## src/rtl/prf_timing_pkg.sv

```systemverilog
// Shared definitions for the PRF timing generator.
// Holds the mode encodings, the controller state encoding, the channel-count
// limit and the configuration validity rule used on every update.
package prf_timing_pkg;

    localparam int unsigned NCH_MAX = 16;

    localparam logic [1:0] MODE_CONT  = 2'b01;
    localparam logic [1:0] MODE_BURST = 2'b10;

    typedef enum logic {
        StIdle = 1'b0,
        StRun  = 1'b1
    } state_e;

    // A configuration is usable when the period is at least 2 clocks and the
    // mode is continuous, or burst with a non-zero burst length.
    function automatic logic cfg_ok(input logic [1:0] mode,
                                    input logic       period_ge2,
                                    input logic       burst_nonzero);
        return period_ge2 &&
               ((mode == MODE_CONT) || ((mode == MODE_BURST) && burst_nonzero));
    endfunction

endpackage

```

## src/rtl/prf_chan_win.sv

```systemverilog
// One timing channel: window compare against the period counter, registered
// pulse output and registered edge strobes.
// Ports:
//   clk, rst          clock, synchronous active-low reset
//   run               controller is in RUN
//   cnt               period counter
//   delay, width      active window start and length
//   ch_out            registered pulse (1 clock after cnt)
//   ch_rise, ch_fall  edge strobes of ch_out, 1 clock after ch_out
module prf_chan_win #(
    parameter int unsigned CW = 32
) (
    input  logic          clk,
    input  logic          rst,
    input  logic          run,
    input  logic [CW-1:0] cnt,
    input  logic [CW-1:0] delay,
    input  logic [CW-1:0] width,
    output logic          ch_out,
    output logic          ch_rise,
    output logic          ch_fall
);

    logic [CW:0] win_end;
    logic        in_win;
    logic        out_q;
    logic        prev_q;
    logic        rise_q;
    logic        fall_q;

    // The end is computed one bit wider so delay+width cannot wrap. Because
    // cnt never reaches the period, the window is implicitly clipped there.
    assign win_end = {1'b0, delay} + {1'b0, width};
    assign in_win  = run && (cnt >= delay) && ({1'b0, cnt} < win_end);

    always_ff @(posedge clk) begin
        if (!rst) begin
            out_q  <= 1'b0;
            prev_q <= 1'b0;
            rise_q <= 1'b0;
            fall_q <= 1'b0;
        end else begin
            out_q  <= in_win;
            prev_q <= out_q;
            rise_q <= out_q & ~prev_q;
            fall_q <= ~out_q & prev_q;
        end
    end

    assign ch_out  = out_q;
    assign ch_rise = rise_q;
    assign ch_fall = fall_q;

endmodule

```

## src/rtl/prf_timing_gen.sv

```systemverilog
// PRF timing generator: a period counter drives NCH delayed/width-limited
// channel pulses, a PRF marker and a calibration gate, in continuous or
// burst mode. Configuration is double-buffered: updates while running are
// held pending and take effect at the next period boundary.
// Ports:
//   clk, rst                   clock, synchronous active-low reset
//   update                     strobe: capture config ports
//   enable                     run request (level)
//   mode, period, burst_len    mode (01 cont, 10 burst), period, periods per burst
//   ch_delay, ch_width         per-channel window, channel k at [k*CW +: CW]
//   ct_len                     calibration gate length
//   prf, ch_out, ch_rise, ch_fall, ct   registered timing outputs
//   busy, burst_done, cfg_err  RUN status, burst-end strobe, sticky config error
module prf_timing_gen
    import prf_timing_pkg::*;
#(
    parameter int unsigned NCH = 4,
    parameter int unsigned CW  = 32
) (
    input  logic              clk,
    input  logic              rst,
    input  logic              update,
    input  logic              enable,
    input  logic [1:0]        mode,
    input  logic [CW-1:0]     period,
    input  logic [15:0]       burst_len,
    input  logic [NCH*CW-1:0] ch_delay,
    input  logic [NCH*CW-1:0] ch_width,
    input  logic [CW-1:0]     ct_len,
    output logic              prf,
    output logic [NCH-1:0]    ch_out,
    output logic [NCH-1:0]    ch_rise,
    output logic [NCH-1:0]    ch_fall,
    output logic              ct,
    output logic              busy,
    output logic              burst_done,
    output logic              cfg_err
);

    state_e            state_q, state_d;
    logic [CW-1:0]     cnt_q, cnt_d;
    logic [15:0]       burst_cnt_q, burst_cnt_d;
    logic [CW-1:0]     ct_rem_q, ct_rem_d;
    logic              done_lock_q, done_lock_d;
    logic              burst_end_q, burst_end_d;
    logic              burst_done_q, prf_q, ct_q, busy_q, cfg_err_q;

    logic              act_valid_q, pend_valid_q;
    logic [1:0]        act_mode_q, pend_mode_q;
    logic [CW-1:0]     act_period_q, pend_period_q;
    logic [15:0]       act_burst_len_q, pend_burst_len_q;
    logic [NCH*CW-1:0] act_delay_q, pend_delay_q;
    logic [NCH*CW-1:0] act_width_q, pend_width_q;
    logic [CW-1:0]     act_ct_len_q, pend_ct_len_q;

    logic              run, wrap, upd_ok, apply_pend;

    assign run    = (state_q == StRun);
    assign wrap   = (cnt_q == act_period_q - CW'(1));
    assign upd_ok = cfg_ok(mode, period >= CW'(2), burst_len != '0);

    always_comb begin
        state_d     = state_q;
        cnt_d       = cnt_q;
        burst_cnt_d = burst_cnt_q;
        ct_rem_d    = ct_rem_q;
        burst_end_d = 1'b0;
        // Lockout after a burst holds until enable is seen low.
        done_lock_d = done_lock_q & enable;
        apply_pend  = 1'b0;
        unique case (state_q)
            StIdle: begin
                if (enable && act_valid_q && !done_lock_q) begin
                    state_d     = StRun;
                    cnt_d       = '0;
                    burst_cnt_d = '0;
                    ct_rem_d    = act_ct_len_q;
                end
            end
            StRun: begin
                if (ct_rem_q != '0) begin
                    ct_rem_d = ct_rem_q - CW'(1);
                end
                if (wrap) begin
                    cnt_d      = '0;
                    apply_pend = pend_valid_q;
                    if (act_mode_q == MODE_BURST) begin
                        if (burst_cnt_q + 16'd1 >= act_burst_len_q) begin
                            state_d     = StIdle;
                            burst_end_d = 1'b1;
                            done_lock_d = enable;
                        end else begin
                            burst_cnt_d = burst_cnt_q + 16'd1;
                        end
                    end
                    // Enable is only honoured at the boundary so no pulse is cut short.
                    if (!enable) begin
                        state_d = StIdle;
                    end
                end else begin
                    cnt_d = cnt_q + CW'(1);
                end
            end
            default: state_d = StIdle;
        endcase
    end

    always_ff @(posedge clk) begin
        if (!rst) begin
            state_q      <= StIdle;
            cnt_q        <= '0;
            burst_cnt_q  <= '0;
            ct_rem_q     <= '0;
            done_lock_q  <= 1'b0;
            burst_end_q  <= 1'b0;
            burst_done_q <= 1'b0;
            prf_q        <= 1'b0;
            ct_q         <= 1'b0;
            busy_q       <= 1'b0;
        end else begin
            state_q      <= state_d;
            cnt_q        <= cnt_d;
            burst_cnt_q  <= burst_cnt_d;
            ct_rem_q     <= ct_rem_d;
            done_lock_q  <= done_lock_d;
            prf_q        <= run && (cnt_q == '0);
            ct_q         <= run && (ct_rem_q != '0);
            busy_q       <= run;
            // Two stages so the strobe lines up with busy falling.
            burst_end_q  <= burst_end_d;
            burst_done_q <= burst_end_q;
        end
    end

    always_ff @(posedge clk) begin
        if (!rst) begin
            cfg_err_q        <= 1'b0;
            act_valid_q      <= 1'b0;
            act_mode_q       <= '0;
            act_period_q     <= '0;
            act_burst_len_q  <= '0;
            act_delay_q      <= '0;
            act_width_q      <= '0;
            act_ct_len_q     <= '0;
            pend_valid_q     <= 1'b0;
            pend_mode_q      <= '0;
            pend_period_q    <= '0;
            pend_burst_len_q <= '0;
            pend_delay_q     <= '0;
            pend_width_q     <= '0;
            pend_ct_len_q    <= '0;
        end else begin
            if (apply_pend) begin
                act_valid_q     <= 1'b1;
                act_mode_q      <= pend_mode_q;
                act_period_q    <= pend_period_q;
                act_burst_len_q <= pend_burst_len_q;
                act_delay_q     <= pend_delay_q;
                act_width_q     <= pend_width_q;
                act_ct_len_q    <= pend_ct_len_q;
                pend_valid_q    <= 1'b0;
            end
            // An update on the boundary cycle lands in pending for the next one.
            if (update) begin
                if (!upd_ok) begin
                    cfg_err_q <= 1'b1;
                end else begin
                    cfg_err_q <= 1'b0;
                    if (state_q == StIdle) begin
                        act_valid_q     <= 1'b1;
                        act_mode_q      <= mode;
                        act_period_q    <= period;
                        act_burst_len_q <= burst_len;
                        act_delay_q     <= ch_delay;
                        act_width_q     <= ch_width;
                        act_ct_len_q    <= ct_len;
                    end else begin
                        pend_valid_q     <= 1'b1;
                        pend_mode_q      <= mode;
                        pend_period_q    <= period;
                        pend_burst_len_q <= burst_len;
                        pend_delay_q     <= ch_delay;
                        pend_width_q     <= ch_width;
                        pend_ct_len_q    <= ct_len;
                    end
                end
            end
        end
    end

    for (genvar k = 0; k < NCH; k++) begin : g_chan
        prf_chan_win #(
            .CW(CW)
        ) u_chan_win (
            .clk    (clk),
            .rst    (rst),
            .run    (run),
            .cnt    (cnt_q),
            .delay  (act_delay_q[k*CW +: CW]),
            .width  (act_width_q[k*CW +: CW]),
            .ch_out (ch_out[k]),
            .ch_rise(ch_rise[k]),
            .ch_fall(ch_fall[k])
        );
    end

    assign prf        = prf_q;
    assign ct         = ct_q;
    assign busy       = busy_q;
    assign burst_done = burst_done_q;
    assign cfg_err    = cfg_err_q;

endmodule

```

## config.mk

```make
export PLATFORM = sky130hd
export DESIGN_NAME = prf_timing_gen
export DESIGN_NICKNAME = d
export VERILOG_FILES = /design/src/rtl/prf_timing_pkg.sv /design/src/rtl/prf_chan_win.sv /design/src/rtl/prf_timing_gen.sv
export SDC_FILE = /design/constraint.sdc
export NUM_CORES = 2
export LEC_CHECK = 0
export CORE_MARGIN = 1.5
export CORE_UTILIZATION = 60
export CTS_BUF_LIST = sky130_fd_sc_hd__clkbuf_8
export DETAILED_ROUTE_END_ITERATION = 7
export PLACE_DENSITY = 0.82
export SLEW_MARGIN = 0
export SYNTH_ARGS = -nofsm -noshare
export SYNTH_HDL_FRONTEND = slang
export SYNTH_SLANG_ARGS = --single-unit
```

## constraint.sdc

```tcl
create_clock -name clk -period 7.44 [get_ports clk]
set_input_delay 1.488 -clock clk [delete_from_list [all_inputs] [get_ports clk]]
set_output_delay 1.488 -clock clk [all_outputs]
set_load 0.1 [all_outputs]
```

Yosys cells after proc, flatten, opt, wreduce, memory -nomap -nowiden
Cells that the tools add are included.
- register bits: 782
- latch bits: 0
- bits in writable memories: 0
- bits in read-only memories: 0
- output and inout bits: 17
- logic and storage cells: 166
- memories kept: 0
- $add $sub $neg: 8
- $mul: 0
- div/mod/pow operators: 0
- magnitude comparators: 10
- equal/unequal tests: 9
- shifts and indexed selects: 0
- mux-type cells: 57
- bitwise logic cells: 18
- reduce and logical (&&, ||, !) cells: 23
- operators by type and width (cell ; number):
    $mux 128 ; 8
    $mux 32 ; 12
    $add 32x32->33 ; 4
    $lt 32x33->1 ; 4
    $ge 32x32->1 ; 4
    $mux 16 ; 8
    $pmux 32 s2 ; 2
    $sub 32x1->32 const B ; 2
    $add 32x1->32 const B ; 1
    $eq 32x32->1 ; 1
    $ge 32x2->1 const B ; 1
    $logic_not 32->1 ; 1
    $pmux 16 s2 ; 1
    $reduce_bool 32->1 ; 1
    $mux 1 ; 21
    $add 16x1->16 const B ; 1
    $ge 16x16->1 ; 1
    $reduce_bool 16->1 ; 1
    $logic_and 1x1->1 ; 14
    $and 1x1->1 ; 9
    $not 1->1 ; 9
    $mux 2 ; 4
    $reduce_and 4->1 ; 2
    $ne 2x1->1 const B ; 3
    other kinds (8) ; 10

Logic depth before layout (Yosys ltp)
- word-level depth: 8
- gate-level depth with buffers: 22

Cells and area by module
From an unflattened synthesis, not the netlist that was laid out.
- cell total of the unflattened synthesis: 5869
- area total of the unflattened synthesis: 45125.8 sq um
- by module, submodules not included (module ; times used ; cells an instance ; area each (sq um) ; sequential area each (sq um)):
    prf_timing_gen ; 1 ; 4283 ; 32668.8 ; 15334.7
    prf_chan_win at g_chan[0].u_chan_win ... ; 3 ; 403 ; 3153.0 ; 80.1
    prf_chan_win at g_chan[1].u_chan_win ; 1 ; 377 ; 2997.9 ; 80.1

Least setup slack after synthesis
Ideal clock, no wire load.
- kind: register to register
- start: register act_delay_q[96]
- end: register g_chan[3].u_chan_win.out_q
- arrival time: 3941 ps
- required time: 7318 ps
- setup slack: 3377 ps
- cell stages (with the launch flop): 18
- buffers on the path: 0
- clock period less this slack: 4063 ps
- path through: dfxtp_1 > ha_1 > fa_1 > a211oi_1 > o21bai_1 > o21a_1 > o211a_1 > o221a_2 > o311a_1 > o31a_1 > nor3_1 > o21ai_0 > ha_1 > nand4_1 > a21boi_0 > o211ai_1 > a21o_1 > o32a_1
- word-level cells in the longest chain between the ends: 3
- elaborated cells on any way between the ends: 5
- classes of those cells: add/sub: 1; order compare: 2; reduce/logical: 2
- ends and longest elaborated chain (what ; RTL line ; source):
    start, declared ; prf_timing_gen.sv:52 ; logic [NCH*CW-1:0] act_delay_q, pend_delay_q;
    start signal, assigned ; prf_timing_gen.sv:158 ; act_delay_q <= pend_delay_q;
    start signal, assigned ; prf_timing_gen.sv:174 ; act_delay_q <= ch_delay;
    $add 32x32->33 / $ge 32x32->1 (equally long branches) ; prf_chan_win.sv:33, prf_chan_win.sv:34 ;
    $lt 32x33->1 / $logic_and 1x1->1 (equally long branches) ; prf_chan_win.sv:34 ; assign in_win = run && (cnt >= delay) && ({1'b0, cnt} < win_end);
    $logic_and 1x1->1 * ; prf_chan_win.sv:34 ;
    end signal, assigned ; prf_chan_win.sv:43 ; out_q <= in_win;
    end, declared ; prf_chan_win.sv:26 ; logic out_q;
Every way passes the cells marked *; elsewhere a longest branch is shown, timed or not.
A chain may end at the register's enable or synchronous reset.

Final worst setup path
- start: register act_period_q[0]
- end: register act_width_q[88]
- word-level cells in the longest chain between the ends: 8
- ends and longest elaborated chain (what ; RTL line ; source):
    start, declared ; prf_timing_gen.sv:50 ; logic [CW-1:0] act_period_q, pend_period_q;
    start signal, assigned ; prf_timing_gen.sv:156 ; act_period_q <= pend_period_q;
    start signal, assigned ; prf_timing_gen.sv:172 ; act_period_q <= period;
    $sub 32x1->32 * ; prf_timing_gen.sv:59 ; assign wrap = (cnt_q == act_period_q - CW'(1));
    $eq 32x32->1 * ; prf_timing_gen.sv:59 ;
    $mux 1 * ; prf_timing_gen.sv:84 ; if (wrap) begin
    $mux 1 * ; prf_timing_gen.sv:71 ; unique case (state_q)
    $mux 128 * ; prf_timing_gen.sv:153 ; if (apply_pend) begin
    $mux 128 ; prf_timing_gen.sv:169 ; if (state_q == StIdle) begin
    $mux 128 ; prf_timing_gen.sv:165 ; if (!upd_ok) begin
    $mux 128 * ; prf_timing_gen.sv:164 ; if (update) begin
    end signal, assigned ; prf_timing_gen.sv:159 ; act_width_q <= pend_width_q;
    end signal, assigned ; prf_timing_gen.sv:175 ; act_width_q <= ch_width;
    end, declared ; prf_timing_gen.sv:53 ; logic [NCH*CW-1:0] act_width_q, pend_width_q;
Marked as above.

==> flow_metrics.env <==
export IMPL_status="complete, no violations"
export IMPL_cts_clk_slew_worst_paths_ps=60
export IMPL_antenna_found_initial=10
export IMPL_rsz0062_at_grt="no"
export IMPL_ys_top_cells_by_area="dfxtp_1 (35%), ha_1 (11%), mux2i_1 (7.7%), nand2_1 (6.9%), a211oi_1 (6.2%)"
export IMPL_nets=6444
export IMPL_async_flop_share=0
export IMPL_irDropWorstVdd_uv=158
export IMPL_crit_fanout=133
export IMPL_grt_overflow_total=0
export IMPL_gp_congestion=0.936
export IMPL_period_share=0.743
export IMPL_cts_hold_buffers=0
export IMPL_syn_num_nets=6237
export IMPL_synth_edf_count=0
export IMPL_crit_path_start_kind="register"
export IMPL_synth_top_area_share=0.347
export IMPL_grt_usage=0.324
export IMPL_tritoncts="done"
export IMPL_combPwrFrac=0.171
export IMPL_p_int_w=0.00733
export IMPL_dieHeight_microns=277
export IMPL_drc=0
export IMPL_worstSetupPathType="reg -> reg"
export IMPL_routed_wl_mm=129
export IMPL_initial_core_util=0.606
export IMPL_core_sq_mm=0.0744
export IMPL_h_tree_depth=4
export IMPL_syn_area_sq_mm=0.0451
export IMPL_swShare=0.289
export IMPL_die_area_sq_mm=0.0769
export IMPL_maxCapViolations=0
export IMPL_critPathRequiredTime_ps=8130
export IMPL_dp_hpwl_mm=87.1
export IMPL_ys_warn_count=0
export IMPL_p_switching_w=0.00297
export IMPL_cp_data_arrival_time_ps=6210
export IMPL_cts_resized=0
export IMPL_cts_root_buf="clkbuf_8"
export IMPL_io_buffers=358
export IMPL_antenna_left=0
export IMPL_worst_pin_slew_ps=1330
export IMPL_yosys_area_top_type="dfxtp_1"
export IMPL_fmax_mhz=181
export IMPL_slowest_delay_ps=620
export IMPL_routed_via_count=41035
export IMPL_period_minus_slack_ps=5530
export IMPL_yosysSeqAreaShare=0.347
export IMPL_critPathCaptureType="register"
export IMPL_areaGrowthSynthToFinish_pct=14.6
export IMPL_ys_types=76
export IMPL_crit_family="simple AND/OR/NAND/NOR gates"
export IMPL_row_count=100
export IMPL_cts_sinks=782
export IMPL_synthFlopType="dfxtp_1"
export IMPL_grt_pass1_wl_mm=203
export IMPL_wl_per_cell_microns=19.0
export IMPL_slew_headroom=0.116
export IMPL_routed_via_density=6.06
export IMPL_clock_latency_ps=800
export IMPL_final_util=0.695
export IMPL_setup_tns_ps=0
export IMPL_p_clk_frac=0.386
export IMPL_setup_viol=0
export IMPL_yosys_register_bits=782
export IMPL_die_w_microns=277
export IMPL_syn_instance_count=5490
export IMPL_layout_drive_gt1_share=0.0495
export IMPL_cellLeakagePower_nw=23.3
export IMPL_syn_avg_cell_area_sq_um=8.22
export IMPL_slew_viol_final=0
export IMPL_cts_buffer_depth=3
export IMPL_skew_ps=27.3
export IMPL_crit_chain="inv_1, ha_1, or4b_1, or3_1, o31a_1, or3_1, a22oi_1, nand4_1, nor4_1, nand2_4, buf_12, mux2i_1, a211oi_1"
export IMPL_critPathMostFrequentCell="or3_1"
export IMPL_numCtsBuffers=134
export IMPL_critical_path_buf_inv_count=2
export IMPL_cts_setup_buffers=0
export IMPL_pin_count=359
export IMPL_first_pass_iters=5
export IMPL_critPathSlowestCell="or4b_1"
export IMPL_worstHoldPathType="reg -> reg"
export IMPL_grt_pass1_vias=39045
export IMPL_power_density_mw_per_mm2=199
export IMPL_grt_max_degree=208
export IMPL_p_seq_frac=0.443
export IMPL_drtIter0Drc=3420
export IMPL_finalHoldViolations=0
==> flip-flops by register name, summed over array words and instances (netlist names), 128 cells and up <==
signal,count
act_width_q,128
pend_width_q,128
pend_delay_q,128
act_delay_q,128
==> worst paths after layout <==
path / start / endpoint / slack, ps / depth (start not counted)
min reg2reg: g_chan[0].u_chan_win.prev_q / g_chan[0].u_chan_win.ch_rise / 410 / 1
min: g_chan[0].u_chan_win.prev_q / g_chan[0].u_chan_win.ch_rise / 410 / 1
max: act_period_q[0] / act_width_q[88] / 1910 / 13
max reg2reg: act_period_q[0] / act_width_q[88] / 1910 / 13
==> synthesized netlist by cell type (7+ instances only) <==
library cell,n
o21bai_1,23
inv_1,208
a21oi_1,555
o22ai_1,11
nor4_1,58
nand2_1,834
ha_1,401
clkbuf_1,282
nand2b_1,47
a211o_1,7
or3_1,30
xnor2_1,89
or2_2,9
nor2b_1,43
and3_1,40
o211ai_1,25
nand4_1,50
nor3_1,62
xor2_1,74
buf_6,32
o2111ai_1,8
mux2i_1,345
o21ai_0,141
buf_4,15
buf_2,12
nor2_1,472
a41oi_1,13
or4_1,8
a21o_1,138
dfxtp_1,782
o31ai_1,15
and2_1,17
a211oi_1,372
o21ai_1,20
nand3_1,50
and4_1,11
o21a_1,31
a31oi_1,44
buf_1,9
==> routing by layer <==
metal	global-route usage	up-vias	part of all wire
met5	0	-	0
met4	0.163	0	0.046
met3	0.0534	330	0.069
met2	0.520	1433	0.46
met1	0.420	19304	0.43
li1	-	19968	-
==> worst register-to-register path: stages, from the launching register on <==
cell	delay, ps
dfxtp_1	370
inv_1	80
ha_1	240
or4b_1	620
or3_1	510
o31a_1	340
or3_1	350
a22oi_1	220
nand4_1	180
nor4_1	460
nand2_4	520
buf_12	430
mux2i_1	760
a211oi_1	370
==> power by group through the flow <==
stage | Combinational (W) | Sequential, W | Clock, W
after floorplan | 0.00120 | 0.00458 | 0
after global placement | 0.00168 | 0.00465 | 0
after detailed placement | 0.00173 | 0.00465 | 0
after CTS | 0.00174 | 0.00456 | 0.00402
after global routing | 0.00195 | 0.00458 | 0.00422
final | 0.00176 | 0.00457 | 0.00397
==> cells in the final DEF (no fill, tap or decap), drive strengths merged, types with 16 or more instances in the layout <==
cell	n
clkbuf	164
or3	30
nand2	834
a31oi	44
o21ai	161
a21o	138
a211oi	372
nand2b	47
nand4	50
nor3	63
buf	64
ha	401
o21a	31
mux2i	345
a21oi	555
clkinv	16
nor2b	43
xor2	74
xnor2	89
inv	255
o21bai	23
nor2	472
dfxtp	782
nand3	50
o211ai	25
and2	17
and3	40
clkdlybuf4s50	357
nor4	58
==> stage by stage <==
stage	setup WS, ps	total power (W)	hold WS (ps)	instances	area, sq um
after floorplan	3380	0.00578	392	5490	45100
after global placement	2530	0.00632	396	6530	49000
after detailed placement	2320	0.00638	404	6530	49000
after CTS	2220	0.0103	415	6765	51700
after global routing	1930	0.0108	435	6774	51700
final	1910	0.0103	414	6774	51700
==> cells by family after synthesis <==
group | synth area share
xor+xnor | 0.0316
buf+inv | 0.0534
mux | 0.0770
flops | 0.347
fa+ha+maj | 0.113
compound gates | 0.208
simple gates | 0.170
==> final cells by class <==
class	count	area, sq um
Antenna cell	9	22.5
Clock buffer	164	2260
Clock inverter	71	463
Fill cell	5915	22700
Inverter	209	792
Multi-Input combinational cell	4149	27100
Sequential cell	782	15700
Tap cell	969	1210
Timing Repair Buffer	421	4230
Note: power is estimated with default switching activity, not from simulation.
